==> src/rtl/stage1_ctrl.sv <==
// Job sequencer for one stage1 conv instance: weight/BN load, vector streaming,
// drain and completion, with a fixed-latency valid/last tag pipe alongside the datapath.
module stage1_ctrl #(
    parameter int ARRAY_N  = 9,
    parameter int CNT_W    = 16,
    parameter int PIPE_LAT = 20
) (
    input  logic             clk,
    input  logic             reset,
    input  logic             start,
    input  logic [CNT_W-1:0] num_vec,
    input  logic             abort,
    input  logic             src_valid,
    output logic             src_ready,
    output logic             weight_en,
    output logic [CNT_W-1:0] load_idx,
    output logic             fm_en,
    output logic             out_valid,
    output logic             out_last,
    output logic             busy,
    output logic             done
);

    typedef enum logic [2:0] {
        S_IDLE   = 3'd0,
        S_LOAD   = 3'd1,
        S_STREAM = 3'd2,
        S_DRAIN  = 3'd3,
        S_DONE   = 3'd4
    } state_t;

    state_t              state_q, state_d;
    logic [CNT_W-1:0]    num_vec_q, num_vec_d;
    logic [CNT_W-1:0]    load_cnt_q, load_cnt_d;
    logic [CNT_W-1:0]    vec_cnt_q, vec_cnt_d;
    logic [PIPE_LAT-1:0] vpipe_q, vpipe_d;
    logic [PIPE_LAT-1:0] lpipe_q, lpipe_d;
    logic                accept_s;
    logic                last_s;

    // State, counters and tag pipe registers
    always_ff @(posedge clk or posedge reset) begin
        if (reset) begin
            state_q    <= S_IDLE;
            num_vec_q  <= '0;
            load_cnt_q <= '0;
            vec_cnt_q  <= '0;
            vpipe_q    <= '0;
            lpipe_q    <= '0;
        end else begin
            state_q    <= state_d;
            num_vec_q  <= num_vec_d;
            load_cnt_q <= load_cnt_d;
            vec_cnt_q  <= vec_cnt_d;
            vpipe_q    <= vpipe_d;
            lpipe_q    <= lpipe_d;
        end
    end

    // Next-state, counter and tag pipe logic
    always_comb begin
        state_d    = state_q;
        num_vec_d  = num_vec_q;
        load_cnt_d = load_cnt_q;
        vec_cnt_d  = vec_cnt_q;
        accept_s   = (state_q == S_STREAM) && src_valid;
        last_s     = accept_s && (vec_cnt_q == (num_vec_q - {{(CNT_W-1){1'b0}}, 1'b1}));
        vpipe_d    = {vpipe_q[PIPE_LAT-2:0], accept_s};
        lpipe_d    = {lpipe_q[PIPE_LAT-2:0], last_s};

        case (state_q)
            S_IDLE: begin
                if (start) begin
                    state_d    = S_LOAD;
                    num_vec_d  = num_vec;
                    load_cnt_d = '0;
                    vec_cnt_d  = '0;
                end else begin
                    state_d = S_IDLE;
                end
            end
            S_LOAD: begin
                if (load_cnt_q == CNT_W'(ARRAY_N - 1)) begin
                    load_cnt_d = '0;
                    if (num_vec_q == '0) begin
                        state_d = S_DONE;
                    end else begin
                        state_d = S_STREAM;
                    end
                end else begin
                    load_cnt_d = load_cnt_q + {{(CNT_W-1){1'b0}}, 1'b1};
                end
            end
            S_STREAM: begin
                if (accept_s) begin
                    vec_cnt_d = vec_cnt_q + {{(CNT_W-1){1'b0}}, 1'b1};
                    if (last_s) begin
                        state_d = S_DRAIN;
                    end else begin
                        state_d = S_STREAM;
                    end
                end else begin
                    state_d = S_STREAM;
                end
            end
            // Leave as soon as only the output stage still holds a tag, so done
            // lands the cycle after the final out_valid.
            S_DRAIN: begin
                if (vpipe_q[PIPE_LAT-2:0] == '0) begin
                    state_d = S_DONE;
                end else begin
                    state_d = S_DRAIN;
                end
            end
            S_DONE: begin
                state_d = S_IDLE;
            end
            default: begin
                state_d = S_IDLE;
            end
        endcase

        if (abort && (state_q != S_IDLE)) begin
            state_d = S_IDLE;
            vpipe_d = '0;
            lpipe_d = '0;
        end else begin
            vpipe_d = vpipe_d;
        end
    end

    assign src_ready = (state_q == S_STREAM);
    assign fm_en     = accept_s;
    assign weight_en = (state_q == S_LOAD);
    assign load_idx  = (state_q == S_LOAD) ? load_cnt_q : '0;
    assign out_valid = vpipe_q[PIPE_LAT-1];
    assign out_last  = vpipe_q[PIPE_LAT-1] & lpipe_q[PIPE_LAT-1];
    assign busy      = (state_q != S_IDLE);
    assign done      = (state_q == S_DONE);

endmodule

==> config.mk <==
export PLATFORM = sky130hd
export DESIGN_NAME = stage1_ctrl
export DESIGN_NICKNAME = d
export VERILOG_FILES = /design/src/rtl/stage1_ctrl.sv
export SDC_FILE = /design/constraint.sdc
export NUM_CORES = 1
export LEC_CHECK = 0
export ABC_CLOCK_PERIOD_IN_PS = 4000
export CAP_MARGIN = 20
export CORE_MARGIN = 3
export CORE_UTILIZATION = 57
export DETAILED_ROUTE_END_ITERATION = 16
export GPL_TIMING_DRIVEN = 0
export PLACE_DENSITY = 0.8
export SYNTH_ARGS = -nofsm -noshare
export SYNTH_HDL_FRONTEND = slang
export SYNTH_SLANG_ARGS = --single-unit
==> constraint.sdc <==
create_clock -name clk -period 4 [get_ports clk]
set_input_delay 0.6 -clock clk [delete_from_list [all_inputs] [get_ports clk]]
set_output_delay 0.6 -clock clk [all_outputs]
set_load 0.005 [all_outputs]
Word level (Yosys, flattened, before mapping)
Index checks and enable logic that the tools add are counted.
- multiplexer cells: 16
- reduce and logical (&&, ||, !) cells: 12
- add/subtract/negate cells: 3
- equality and inequality tests: 9
- bitwise gates (word level): 1
- operators by type and width (cell ; count):
    16-bit 2-to-1 mux ; 4
    16-bit one-hot mux with 2 select lines ; 2
    20-bit 2-to-1 mux ; 2
    16-bit by 1-bit adder with 16-bit output, second input constant ; 2
    19-bit zero test ; 1
    16-bit equality test ; 1
    16-bit by 4-bit equality test with 1-bit output, second input constant ; 1
    16-bit zero test ; 1
    16-bit by 1-bit subtractor with 16-bit output, second input constant ; 1
    3-bit 2-to-1 mux ; 5
    3-bit one-hot mux with 4 select lines ; 1
    3-bit by 2-bit equality test with 1-bit output, second input constant ; 2
    2-bit AND reduction ; 2
    2-bit nonzero test ; 2
    3-bit by 1-bit equality test with 1-bit output, second input constant ; 1
    3-bit equality test, second input constant ; 1
    1-bit logical AND ; 3
    3-bit zero test ; 1
    3-bit by 1-bit inequality test with 1-bit output, second input constant ; 1
    3-bit AND reduction ; 1
    3-bit nonzero test ; 1
    1-bit 2-to-1 mux ; 2
    2-bit by 1-bit inequality test with 1-bit output, second input constant ; 1
    2-bit inequality test, second input constant ; 1
    1-bit AND ; 1
- logic and storage cells: 47
- output and inout port bits: 23
- bits in registers: 91

Longest topological paths before layout
Gate-level depths: netlist of run 1.
- depth in word-level cells: 7
- gate-level depth with buffers: 9
- mapped depth without buffers: 9

Worst setup path before layout of run 1
Ideal clock, no wire load.
- path kind: register -> register
- start: reg num_vec_q[0]
- end: reg state_q[0]
- buffers on the path: 1
- library setup time: 0.082 ns
- cell stages (with the launch flop): 10
- path slack: 1.909 ns
- arrival: 2.009 ns
- cell sequence: dfrtp_1 > inv_1 > ha_1 > nor3b_1 > clkbuf_1 > a21o_1 > o311ai_2 > nor4b_2 > nand4_1 > a31oi_1
- longest elaborated chain between the ends: 7
- ends and longest elaborated chain (element ; RTL line ; RTL):
    start, declared ; 33 ; logic [CNT_W-1:0] num_vec_q, num_vec_d;
    start signal, assigned ; 52 ; num_vec_q <= num_vec_d;
    16-bit by 1-bit subtractor with 16-bit output ; 67 ; last_s = accept_s && (vec_cnt_q == (num_vec_q - {{(CNT_W-1){1'b0}}, 1'b1}));
    16-bit equality test ; 67 ;
    1-bit logical AND ; 67 ;
    1-bit 2-to-1 mux ; 97 ; if (last_s) begin
    3-bit 2-to-1 mux ; 95 ; if (accept_s) begin
    3-bit one-hot mux with 4 select lines ; 71 ; case (state_q)
    3-bit 2-to-1 mux ; 123 ; if (abort && (state_q != S_IDLE)) begin
    end signal, assigned ; 51 ; state_q <= state_d;
    end, declared ; 32 ; state_t state_q, state_d;
No other way between the ends.
A chain may end at the register's enable or synchronous reset.

Worst setup path after layout of run 1
- start: reg state_q[2]
- end: out load_idx[5]
- longest elaborated chain between the ends: 2
- ends and longest elaborated chain (element ; RTL line ; RTL):
    3-bit by 1-bit equality test with 1-bit output ; 135 ; assign load_idx = (state_q == S_LOAD) ? load_cnt_q : '0;
    16-bit 2-to-1 mux ; 135 ;
    end, declared ; 16 ; output logic [CNT_W-1:0] load_idx,
No other way between the ends.

==> run metrics, run 1 <==
Clock Path Buffers=2; Synth top cells by count=dfrtp_1, and2_1, nor2_1; nets@finish=531; post-synthesis compound-gate area fraction=8.402%; DRC Markers=0; Synth top area share=49.65%; critical path class=reg -> out; grt ovf=0; Initial Util=59.05%; Post-Place Worst Slack=1396 ps; synthesized flop and latch total=91; slowest stage delay, CP=500 ps; Final WS setup=989.9 ps; mux cell area share after synthesis=4.337%; first-pass GRT wire length=16220 um; H-tree depth=3; Post-CTS Resized=0; Pwr Density=538.4 mW/mm2; initial antenna violation count=0; met2 WL=4461 um; largest net degree at the start of global routing=50; Final Util=69.12%; WL met3=433 um; Syn Nets=476; Critical Path End Type=primary output; minimum clock period=3010 ps; Routed WL=9491 um; hold crit path type=reg -> reg; Multi-input gate area=0.002162 mm2; Area Overhead vs Synth=17.05%; Critical Path RT=3400 ps; Inserted Diodes=0; Post-Synth Simple-Gate Area=26.16%; most numerous cell in the Yosys netlist=dfrtp_1; Met1 Wirelength=4562 um; vias per inst=5.673; largest family of logic cells by synthesized area=simple AND/OR/NAND/NOR gates; CP max FO=10; Max-slew headroom=53.14%; Port Buf Inserts=43; Num CTS Buffers=9; EDFF count, synth=0; Worst Skew=8.277 ps; xor/xnor share of the synthesized area=6.874%; Tightest Pin Transition=696.5 ps; RSZ-0062 raised after global routing=false; Site Rows=32; peak supply drop=0.2626 mV; latest clock arrival within the worst-skew pair=360 ps; Die Y=95.71 um; Finished Layout Cells=612; cell taking the most area after synthesis=dfrtp_1; io pins=44; ys async rst share=100.0%; sequential-to-total area share from yosys stat=49.65%; vias in the first global route=3406; worst-path cell chain=nand2b_1 > nor2_1 > clkbuf_1 > and2_1 > clkdlybuf4s50_1; adder-cell share of the synthesized area=1.364%; Cell Area, Synth=0.004587 mm2; crit path DAT=2410 ps; Final Hold Fails=0; Top Layer Used=met4; number of setup buffers added after CTS=0; DIE AREA=0.009159 mm2; CORE AREA=0.007767 mm2; Setup crit start kind=flop; Post-Syn Instances=450; status=finished clean; Area contributors post-synth=dfrtp_1, and2_1, xnor2_1; Final Cycle Share=75.25%; max cap viols=0; count of final setup violators=0; f_max=332.2 MHz; Pre-Repair DR Iteration Count=5; TritonCTS clock tree=built; CTS Hold Buffers Added=0; distinct cell type count after synthesis=52; CP max stage cell=clkdlybuf4s50_1; routed len/inst=15.51 um; Final ANT Viol Nets=0; Seq. cell area=0.002277 mm2; CTS clk-pin slew, worst paths=100 ps; fin. max-slew vios=0; routability cong.=0.8964; Main synth FF type=dfrtp_1; Synth Area per Inst=10.19 um2; yosys warns=0; vias=3472; root cell of the clock tree=clkbuf_8; clock sink total=91; fillers=626; die width=95.71 um; cell total after placement=596; gr usage total=22.72%; DR iter-0 viols=132; Hold Worst Slack=451.4 ps; PnR Total Power=2.891 mW; Pleak=2.317 nW; Post-DP HPWL=6630 um; layout cell share with drive strength beyond 1=10.20%
per-stage QoR:
step,area (um2),setup TNS (ps)
2_1_floorplan,4587,0
3_3_place_gp,5145,-23870
3_5_place_dp,5175,0
4_1_cts,5369,0
5_1_grt,5369,0
6_report,5369,0
path summary, 6_finish.rpt:
check                           endpoint         start  cells past startpoint  slack (ps)
min in group asynchronous    lpipe_q[10]         reset                      2         630
max                          load_idx[5]    state_q[2]                      5         990
max in group asynchronous  load_cnt_q[6]         reset                      3        2750
min                          lpipe_q[15]   lpipe_q[14]                      1         450
max reg2reg                   state_q[0]  num_vec_q[0]                      9        1390
min reg2reg                  lpipe_q[15]   lpipe_q[14]                      1         450
placed cells by master, fill, tap and decap left out, types with 10 or more instances in the layout:
| cell type | netlist | layout |
|---|---|---|
| and2_1 | 55 | 55 |
| clkbuf_1 | 13 | 13 |
| clkdlybuf4s50_1 | 0 | 43 |
| dfrtp_1 | 91 | 91 |
| inv_1 | 11 | 10 |
| mux2_2 | 15 | 15 |
| nand2_1 | 30 | 30 |
| nand3_1 | 18 | 18 |
| nand4_1 | 10 | 10 |
| nor2_1 | 33 | 33 |
| o21ai_0 | 26 | 26 |
| xnor2_1 | 20 | 20 |
| xor2_1 | 16 | 16 |
layer usage:
metal	vias to the layer above	global-route usage, %
met4	0	7.227
met2	72	34.05
met5	-	0
met1	1713	33.90
li1	1685	-
met3	2	3.675
report_power, final:
| group | total (mW) | internal, mW | leakage (nW) | switching [mW] |
|---|---|---|---|---|
| Combinational | 1.09 | 0.469 | 0.989 | 0.623 |
| Clock | 0.606 | 0.245 | 0.0973 | 0.360 |
| Sequential | 1.19 | 1.04 | 1.23 | 0.149 |
| Total | 2.89 | 1.76 | 2.32 | 1.13 |
sequential cells by signal, summed over array words and instances, names as in the netlist:
signal	flops
lpipe_q	20
vpipe_q	20
load_cnt_q	16
num_vec_q	16
vec_cnt_q	16
state_q	3
area by class of cell:
| class | count | area share, % |
|---|---|---|
| Tap cell | 102 | 2.377 |
| Clock buffer | 9 | 2.307 |
| Multi-Input combinational cell | 327 | 40.27 |
| Inverter | 11 | 0.8157 |
| Buffer | 21 | 1.981 |
| Timing Repair Buffer | 44 | 8.529 |
| Clock inverter | 7 | 1.305 |
| Sequential cell | 91 | 42.41 |
logic make-up after synthesis:
kind of cell,Yosys count
buffers and inverters,32
AO/OA/AOI/OAI,61
AND/OR/NAND/NOR,207
adder cells (fa/ha/maj),5
XOR/XNOR,36
flip-flops,91
multiplexers,18
worst max-delay path, delay by kind of cell (launching register included):
kind,cells,cell delay (ps)
simple gates,3,760
buf+inv,2,870
flops,1,430
Note: power is estimated with default switching activity, not from simulation.
==> run 2, diff against run 1 <==
--- a/config.mk
+++ b/config.mk
@@ -5,7 +5,7 @@
 export SDC_FILE = /design/constraint.sdc
 export NUM_CORES = 1
 export LEC_CHECK = 0
-export ABC_CLOCK_PERIOD_IN_PS = 4000
+export ABC_CLOCK_PERIOD_IN_PS = 2900
 export CAP_MARGIN = 20
 export CORE_MARGIN = 3
 export CORE_UTILIZATION = 57
==> constraint.sdc (replaced) <==
create_clock -name clk -period 2.9 [get_ports clk]
set_input_delay 0.435 -clock clk [delete_from_list [all_inputs] [get_ports clk]]
set_output_delay 0.435 -clock clk [all_outputs]
set_load 0.005 [all_outputs]
==> run 2 against run 1 <==
Highest routed layer unchanged. Wire length up 0.28%. Total power up 38%. Worst setup slack worse by 780 ps. Flip-flop and latch count unchanged. Critical path type unchanged. Critical endpoint is now load_idx[6].
==> run metrics, run 2 (synthesized netlist as in run 1, its figures left out) <==
Levels on crit path=5; Port Buf Inserts=43; Pint=2.428 mW; Seq. cell area=0.002277 mm2; RSZ-0062 raised after global routing=false; WP buf/inv=2; Post-Place Worst Slack=398.5 ps; vias=3470; CP delay by family, top=buffers and inverters; vias per inst=5.670; die width=95.71 um; Routed WL=9518 um; number of setup buffers added after CTS=0; fillers=625; Critical Path RT=2470 ps; Worst Hold Path Cells=1; CTS clk-pin slew, worst paths=90 ps; Pleak=2.320 nW; PnR Total Power=3.997 mW; status=finished clean; Worst Hold Endpoint=lpipe_q[1]; r2r endpoint=state_q[0]; P_sw=1.568 mW; first-pass GRT wire length=16220 um; Final Hold Fails=0; Pre-Repair DR Iteration Count=5; root cell of the clock tree=clkbuf_8; Setup crit start kind=flop; hold crit path type=reg -> reg; Worst Skew=9.459 ps; vias in the first global route=3406; largest net degree at the start of global routing=50; hold wc startpoint=lpipe_q[0]; Initial Util=59.05%; crit path DAT=2260 ps; routability cong.=0.8964; clock sink total=91; Num CTS Buffers=9; latest clock arrival within the worst-skew pair=360 ps; Sequential Power Share=41.2%; count of final setup violators=0; io pins=44; nets@finish=531; FF-to-FF Start=num_vec_q[0]; H-tree depth=3; Inserted Diodes=0; slowest stage delay, CP=490 ps; critical path class=reg -> out; Die Y=95.71 um; CP max stage cell=clkdlybuf4s50_1; Final WS setup=209.4 ps; peak supply drop=0.3642 mV; Placed Area=0.005175 mm2; post-route cell area=0.005373 mm2; TritonCTS clock tree=built; grt ovf=0; DIE AREA=0.009159 mm2; Area Overhead vs Synth=17.13%; DR iter-0 viols=150; max cap viols=0; Final ANT Viol Nets=0; Largest regs=lpipe_q (20), vpipe_q (20); commonest cells after routing, fill and taps aside=dfrtp_1, and2_1, clkdlybuf4s50_1; CORE AREA=0.007767 mm2; DRC Markers=0; Critical Path End Type=primary output; f_max=371.7 MHz; CP max FO=10; Site Rows=32; Post-DP HPWL=6630 um; sw frac=39.24%; layout cell share with drive strength beyond 1=10.59%; Max-slew headroom=53.37%; Pwr Density=743.9 mW/mm2; r2r setup slk=270 ps; routed len/inst=15.55 um; minimum clock period=2691 ps; commonest non-fill, non-tap cell in the layout=dfrtp_1; worst-path cell chain=nand2b_1 > nor2_2 > clkbuf_1 > and2_1 > clkdlybuf4s50_1; fin. max-slew vios=0; Tightest Pin Transition=693.1 ps; gr usage total=22.72%; Final Cycle Share=92.78%; Clk pwr share=21.0%; R2R depth=9; Multi-input gate area=0.002165 mm2; Clock Path Buffers=2; initial antenna violation count=0; Comb power frac=37.8%
[run 2: cell counts in the layout (fill, tap and decap cells not counted)]
No cell type changed its count.
[run 2: worst max-delay path by stage]
stage	slack (ps)	end	start
6_report	210	load_idx[6]	state_q[2]
5_1_grt	60	load_idx[12]	state_q[2]
4_1_cts	50	load_idx[15]	state_q[2]
3_5_place_dp	400	state_q[0]	num_vec_q[0]
3_3_place_gp	-1200	load_cnt_q[15]	reset
2_1_floorplan	100	load_cnt_q[0]	reset
[run 2: stage by stage]
| stage | cells | hold slack, ps | setup TNS (ps) | util (%) |
|---|---|---|---|---|
| finish | 612 | 450.7 | 0 | 69.17 |
| floorplan | 450 | 427.7 | 0 | - |
| detailed placement | 596 | 434.0 | 0 | 66.62 |
| CTS | 612 | 454.6 | 0 | 69.12 |
| global placement | 595 | 432.5 | -108950 | 66.24 |
| global route | 612 | 482.2 | 0 | 69.17 |
[run 2: power groups by stage]
stage          Clock [mW]  Combinational (mW)  Sequential (mW)
2_1_floorplan           0                1.12             1.62
3_3_place_gp            0                1.45             1.66
3_5_place_dp            0                1.50             1.67
4_1_cts             0.860                1.51             1.64
5_1_grt             0.916                1.68             1.67
6_report            0.838                1.51             1.65
[run 2: cell type report]
class,instances,share of cell area (%)
Sequential cell,91,42.38
Inverter,11,0.8151
Tap cell,102,2.375
Clock inverter,7,1.304
Multi-Input combinational cell,327,40.29
Buffer,21,2.003
Timing Repair Buffer,44,8.524
Clock buffer,9,2.306
[run 2: per-layer routing]
layer  global-route usage, %  vias to the layer above  part of all wire (%)
met2                   34.05                       58                    47
met3                   3.675                        2                   3.9
li1                        -                     1682                     -
met1                   33.90                     1728                    49
met4                   7.227                        0                  0.35
met5                       0                        -                     0
[run 2: repair_timing]
item,CTS,global route
hold buffers,0,0
endpoints found under the setup margin,0,14
gates resized for setup,0,3
